`src/rtl/read_level_ctrl_block.sv`:
```
// ============================================================================
// Module      : read_level_ctrl_block
// Description : Read-side pointer controller for an asynchronous FIFO.
//               Keeps the binary/gray read pointers and decodes the
//               synchronised gray write pointer. It produces a registered
//               fill level, empty and almost-empty flags, and sticky
//               underflow and pointer-error status.
// Revision    : 1.0 - initial release
//
// Optional feature macro: READ_UNDERFLOW_COUNT_EN
//   When defined, adds an 8-bit saturating count of rejected pops
//   (read_underflow_count_o).
//
// Ports:
//   read_clock_i            read-domain clock
//   read_reset_i            synchronous active-high reset
//   read_inc_i              pop request (ignored while empty)
//   write_to_read_pointer_i gray write pointer, already synchronised
//   read_threshold_i        almost-empty threshold (quasi-static)
//   read_clear_i            clears sticky status
//   read_address_o          binary memory read address
//   read_pointer_o          registered gray read pointer
//   read_level_o            registered fill level, 0..2^ADDR_SIZE
//   read_empty_o            FIFO empty
//   read_almost_empty_o     level <= threshold
//   read_underflow_o        sticky: pop attempted while empty
//   read_ptr_error_o        sticky: decoded level exceeded depth
//   read_underflow_count_o  (optional) saturating rejected-pop count
// ============================================================================
`default_nettype none

module read_level_ctrl_block #(
  parameter int ADDR_SIZE   = 4,
  parameter bit RESET_EMPTY = 1'b1
) (
  input  logic                 read_clock_i,
  input  logic                 read_reset_i,
  input  logic                 read_inc_i,
  input  logic [ADDR_SIZE:0]   write_to_read_pointer_i,
  input  logic [ADDR_SIZE:0]   read_threshold_i,
  input  logic                 read_clear_i,
  output logic [ADDR_SIZE-1:0] read_address_o,
  output logic [ADDR_SIZE:0]   read_pointer_o,
  output logic [ADDR_SIZE:0]   read_level_o,
  output logic                 read_empty_o,
  output logic                 read_almost_empty_o,
  output logic                 read_underflow_o,
  output logic                 read_ptr_error_o
`ifdef READ_UNDERFLOW_COUNT_EN
  ,
  output logic [7:0]           read_underflow_count_o
`endif
);

  // Depth expressed at pointer width: only the MSB is set.
  localparam logic [ADDR_SIZE:0] DEPTH = {1'b1, {ADDR_SIZE{1'b0}}};

  logic [ADDR_SIZE:0] rbin;
  logic [ADDR_SIZE:0] rbin_next;
  logic [ADDR_SIZE:0] read_gray_next;
  logic [ADDR_SIZE:0] wbin;
  logic [ADDR_SIZE:0] level_next;
  logic               pop;
  logic               reject;

  // A pop request seen while empty is rejected and only raises underflow.
  assign pop    = read_inc_i & ~read_empty_o;
  assign reject = read_inc_i &  read_empty_o;

  assign rbin_next      = rbin + {{ADDR_SIZE{1'b0}}, pop};
  assign read_gray_next = (rbin_next >> 1) ^ rbin_next;

  // Gray-to-binary conversion. Each binary bit is the XOR of every gray bit
  // at or above its position. Writing it as a reduction per bit keeps the
  // logic free of a combinational chain through wbin itself.
  for (genvar i = 0; i <= ADDR_SIZE; i++) begin : g_gray2bin
    assign wbin[i] = ^(write_to_read_pointer_i >> i);
  end

  // The difference wraps modulo 2^(ADDR_SIZE+1), so a legal level is always
  // 0..DEPTH. Anything larger means the synchronised pointer is corrupt.
  assign level_next = wbin - rbin_next;

  assign read_address_o = rbin[ADDR_SIZE-1:0];

  always_ff @(posedge read_clock_i) begin
    if (read_reset_i) begin
      rbin                <= '0;
      read_pointer_o      <= '0;
      read_level_o        <= '0;
      read_empty_o        <= RESET_EMPTY;
      read_almost_empty_o <= 1'b1;
      read_underflow_o    <= 1'b0;
      read_ptr_error_o    <= 1'b0;
    end else begin
      rbin                <= rbin_next;
      read_pointer_o      <= read_gray_next;
      read_level_o        <= level_next;
      // Empty comes from the gray compare, not from the level, so that a
      // corrupted level can never open the FIFO for reading.
      read_empty_o        <= (write_to_read_pointer_i == read_gray_next);
      read_almost_empty_o <= (level_next <= read_threshold_i);
      // Sticky flags: a new set event in the same cycle beats the clear.
      read_underflow_o    <= reject | (read_underflow_o & ~read_clear_i);
      read_ptr_error_o    <= (level_next > DEPTH) |
                             (read_ptr_error_o & ~read_clear_i);
    end
  end

`ifdef READ_UNDERFLOW_COUNT_EN
  always_ff @(posedge read_clock_i) begin
    if (read_reset_i) begin
      read_underflow_count_o <= 8'd0;
    end else if (reject) begin
      // An increment together with a clear restarts the count at one.
      if (read_clear_i) begin
        read_underflow_count_o <= 8'd1;
      end else if (read_underflow_count_o != 8'hFF) begin
        read_underflow_count_o <= read_underflow_count_o + 8'd1;
      end
    end else if (read_clear_i) begin
      read_underflow_count_o <= 8'd0;
    end
  end
`endif

endmodule

`default_nettype wire

```
`config.mk`:
```
export PLATFORM = sky130hd
export DESIGN_NAME = read_level_ctrl_block
export DESIGN_NICKNAME = d
export VERILOG_FILES = /design/src/rtl/read_level_ctrl_block.sv
export SDC_FILE = /design/constraint.sdc
export NUM_CORES = 1
export LEC_CHECK = 0
export ABC_CLOCK_PERIOD_IN_PS = 3350
export BUFFER_PORTS_ARGS = -buffer_cell sky130_fd_sc_hd__buf_2
export CAP_MARGIN = 25
export CELL_PAD_IN_SITES_DETAIL_PLACEMENT = 0
export CELL_PAD_IN_SITES_GLOBAL_PLACEMENT = 1
export CORE_ASPECT_RATIO = 0.7
export CORE_MARGIN = 5
export CORE_UTILIZATION = 35
export DETAILED_ROUTE_END_ITERATION = 8
export PLACE_DENSITY_LB_ADDON = 0.12
export SLEW_MARGIN = 10
export SYNTH_ARGS = -nofsm -noshare
export SYNTH_HDL_FRONTEND = slang
export SYNTH_SLANG_ARGS = --single-unit
```
`constraint.sdc`:
```
create_clock -name read_clock_i -period 3.35 [get_ports read_clock_i]
set_input_delay 0.5025 -clock read_clock_i [delete_from_list [all_inputs] [get_ports read_clock_i]]
set_output_delay 0.5025 -clock read_clock_i [all_outputs]
set_load 0.01 [all_outputs]
```
* Word level (Yosys, flattened, before mapping)
Index checks and enable logic that the tools add are counted.
Word-level totals: register bits after elaboration 19, bits of input ports 14, output and inout bits 18, logic and storage cells 26
Cells by class: $add $sub $neg 2, $lt $le $gt $ge 2, equality and inequality tests 1, bitwise logic cells 9, reduce and logical (&&, ||, !) cells 5
Operator list (number):
- $reduce_xor 5->1 | 5
- $add 5x1->5 | 1
- $eq 5x5->1 | 1
- $gt 5x5->1 const B | 1
- $le 5x5->1 | 1
- $sub 5x5->5 | 1
- $xor 4x5->5 | 1
- $and 1x1->1 | 4
- $not 1->1 | 2
- $or 1x1->1 | 2

* Logic depth before layout (Yosys ltp)
word-level depth 6, gate-level depth with buffers 14, depth with buffers taken out 14

* Worst setup path after synthesis
No wires, ideal clock.
path type input to register, start input port write_to_read_pointer_i[4], end register read_almost_empty_o, library setup time 82 ps, arrival 3132 ps, setup slack 136 ps, stages 12, cells stage by stage xor3_2 -> xnor2_1 -> xor2_1 -> ha_1 -> fa_1 -> inv_1 -> ha_1 -> nor2b_1 -> o21a_1 -> o21a_1 -> o21a_1 -> o221ai_1
On the way: word-level cells in the longest chain between the ends 3, elaborated cells between the ends (all ways) 7, classes of those cells add/sub: 1; order compare: 1; reduce/logical: 5
Ends and longest elaborated chain:
- start, declared | line 39 | input logic [ADDR_SIZE:0] write_to_read_pointer_i,
- $reduce_xor 5->1 | line 77 | assign wbin[i] = ^(write_to_read_pointer_i >> i);
- $sub 5x5->5 (*) | line 82 | assign level_next = wbin - rbin_next;
- via level_next[1] | line 62 | logic [ADDR_SIZE:0] level_next;
- $le 5x5->1 (*) | line 102 | read_almost_empty_o <= (level_next <= read_threshold_i);
- end signal, assigned | line 102
- end, declared | line 46 | output logic read_almost_empty_o,
Mark *: on every way through the listed nets, which the timed path passes. The rest lies on a longest branch. A chain may end at the register's enable or synchronous reset.

* Worst setup path in the final report
Same ends and word-level chain as after synthesis.

==> out/results.ini <==
[global_route]
grt_start_max_net_pins=17
first_global_vias=822
grt_overflow_total=0
groute.usage.overall_pct=11.20
antenna_found_initial=0
grt_first_pass_wirelength_um=3891

[place]
gp_congestion=0.7618
placed_instances=185
buffer_ports.inserted=31
dpl.hpwl_um=1911

[timing]
final-max-slew-violation-count=0
unrepaired_setup_endpoints_after_global_routing=false
fin_skew_ps=1.105
final_period_utilization_pct=92.86
worst-slew-pin-transition_ps=326.7
final_hold_vios=0
timing.final.setup_violations=0
timing.fmax_ghz=0.3215
setup_total_negative_slack_ps=0
maxSlewHeadroom_pct=78.22
period_needed_ps=3111

[clocking]
cts-buffers-inserted=3
max-clock-path-buffers=2
numClockSinks=18
post-cts-setup-buffer-count=0
cts-root-buf=sky130_fd_sc_hd__clkbuf_8
cts-htree-levels=1
post_cts_hold_buffer_count=0
postCtsResizedCells=0
tritoncts=yes
cts.clk_slew.worst_paths_ps=70
worst_skew_pair.late_latency_ps=260

[final_layout]
final_nets=177
fraction_of_final_layout_cells_sized_beyond_drive_strength_1_pct=35.76
insertedDiodeCount=0
syn_to_final_growth_pct=27.04
instances_no_fill=189

[floorplanning]
start_util_pct=36.06
std_cell_rows=17
core_area_mm2=0.003105
pin_count=32
dieHeight_um=57.33
fp.dieArea_mm2=0.004449
fp.dieW_um=77.61

[worst_setup_path]
crit_path_max_fanout=3
rrSetupSlack_ps=550
critical_path.top_delay_family=adder cells
critical-path-top-cell-by-count=sky130_fd_sc_hd__o21a_1
end_kind=register
worst-endpoint-arrival_ps=3290
critPathMaxStageDelay_ps=500
worst-path-buf-inv=2
critPathSlowestCell=sky130_fd_sc_hd__fa_1
data_required_critical_path_ps=3530
setup.worst_path.class=in2reg
setup.worst_path.start_class=primary input
timing.critical_path.cells=buf_2, xor3_2, xnor2_1, xor2_1, ha_1, fa_1, inv_1, ha_1, nor2b_1, o21a_1, o21a_1, o21a_1, o221ai_1

[route]
initialDrtViolationCount=30
num_vias=830
drtPass1Iterations=4
avgRoutedWirePerCell_um=12.22
post_drt_via_cell_ratio=4.392
drt_wl_total_um=2310
drtAntennaViolNets=0
drt_drc_violations_left=0

[yosys]
synth.lib_cells_used.distinct=35
syn_area_mm2=0.001120
seq_total_area_yosys_pct=32.18
synthArstFlopShare_pct=0
most_used_flip_flop_cell_after_synthesis=sky130_fd_sc_hd__dfxtp_1
yosysWarnings=0
synth_fp_nets=136
postSynthCellCount=111
synth-seq-cells=18
synth_enable_flop_cells=0
synth_area_per_cell_um2=10.09

[power]
p_comb_share_pct=36.3
p_sw_mw=0.2065
p_per_area_mw_per_mm2=472.5
seq_power_share_pct=36.6
switching_share_pct=30.73
clock_power_share_pct=27.1
ir_worst_vdd_mv=0.1993
p_int_mw=0.4656
total_leakage_power_nw=0.7385

[run_status]
outcome=completed

[hold_path]
min_path_type=reg2reg

[job]
max_cap_violations=0

-- routing by layer --
metal,up-vias,GRT usage [%],part of all wire (%)
li1,438,-,-
met1,370,15.46,53
met2,19,16.05,41
met3,3,4.259,5.6
met4,0,3.676,1.1
met5,-,0,0
-- tightest hold or removal path, cell delays in order, from the launching register on --
cell                       delay (ps)
sky130_fd_sc_hd__dfxtp_1          310
sky130_fd_sc_hd__nand3_1           80
sky130_fd_sc_hd__o211ai_1          80
-- placed cells by master (no fill, tap or decap), drive strengths merged --
| cell type | count |
|---|---|
| xnor3 | 1 |
| nand4 | 1 |
| a41o | 1 |
| o21a | 3 |
| and4 | 1 |
| mux2 | 1 |
| nand2 | 2 |
| xnor2 | 10 |
| a211oi | 1 |
| fa | 1 |
| buf | 38 |
| xor2 | 8 |
| nor2 | 16 |
| o221ai | 1 |
| dfxtp | 18 |
| o211ai | 1 |
| a22oi | 1 |
| a21oi | 1 |
| inv | 14 |
| ha | 10 |
| nand2b | 1 |
| and2 | 3 |
| clkbuf | 4 |
| nand3 | 4 |
| xor3 | 2 |
| nor2b | 3 |
| nor3 | 1 |
| o21ai | 3 |
-- state kept, by name, indices dropped and copies added, names as in the netlist --
signal and count:
rbin 4, read_almost_empty_o 1, read_empty_o 1, read_level_o 5, read_pointer_o 5, read_ptr_error_o 1, read_underflow_o 1
-- cell families after synthesis --
| kind of cell | count (synthesis) | share of synthesized area, % |
|---|---|---|
| flops | 18 | 32.18 |
| simple gates | 32 | 14.97 |
| buf+inv | 16 | 5.587 |
| mux | 1 | 1.340 |
| fa+ha+maj | 11 | 12.96 |
| xor+xnor | 21 | 25.14 |
| compound gates | 12 | 7.822 |
-- cells in the mapped netlist (2+ instances only) --
library cell                n  area share (%)
sky130_fd_sc_hd__xor2_4     2             4.9
sky130_fd_sc_hd__ha_1      10              11
sky130_fd_sc_hd__dfxtp_1   18              32
sky130_fd_sc_hd__nor2_1    16             5.4
sky130_fd_sc_hd__xnor2_1    9             7.0
sky130_fd_sc_hd__nand3_1    4             1.8
sky130_fd_sc_hd__o21ai_0    2            0.89
sky130_fd_sc_hd__nand2_1    2            0.67
sky130_fd_sc_hd__o21a_1     3             2.0
sky130_fd_sc_hd__xor2_1     5             3.9
sky130_fd_sc_hd__inv_1     13             4.4
sky130_fd_sc_hd__clkbuf_1   2            0.67
sky130_fd_sc_hd__nor2b_1    2             1.1
sky130_fd_sc_hd__and2_2     2             1.3
-- power by group through the flow --
| stage | combinational [mW] | sequential [mW] | clock [mW] |
|---|---|---|---|
| after floorplan | 0.145 | 0.264 | 0 |
| after global placement | 0.243 | 0.251 | 0 |
| after detailed placement | 0.246 | 0.251 | 0 |
| after CTS | 0.248 | 0.246 | 0.190 |
| after global routing | 0.273 | 0.249 | 0.201 |
| final | 0.244 | 0.246 | 0.182 |
-- layout make-up --
cell class	count	area (µm²)
clock buffers	4	55.05
multi-input cells	77	696.9
fillers	301	1683
repair buffers	38	207.7
inverters	14	55.05
well taps	38	47.55
flip-flops and latches	18	360.3
-- path summary, 6_finish.rpt --
kind,start,to,cells after the start
hold reg to reg,read_ptr_error_o,read_ptr_error_o,2
hold / removal,read_ptr_error_o,read_ptr_error_o,2
setup reg to reg,read_empty_o,read_almost_empty_o,11
setup / recovery,write_to_read_pointer_i[4],read_almost_empty_o,13
-- metrics by stage --
| stage | power, mW | cell area, µm² | hold slack, ps | util (%) | worst slack (ps) |
|---|---|---|---|---|---|
| 2_1_floorplan | 0.4090 | 1120 | 530.3 | - | 135.9 |
| 3_3_place_gp | 0.4942 | 1368 | 467.6 | 44.04 | 58.20 |
| 4_1_cts | 0.6841 | 1423 | 521.9 | 45.81 | 257.0 |
| 5_1_grt | 0.7232 | 1423 | 538.8 | 45.81 | 76.80 |
| 6_report | 0.6721 | 1423 | 514.9 | 45.81 | 239.2 |
| 3_5_place_dp | 0.4970 | 1368 | 508.9 | 44.04 | -3.421 |
Power figures use the tool's default switching activity.
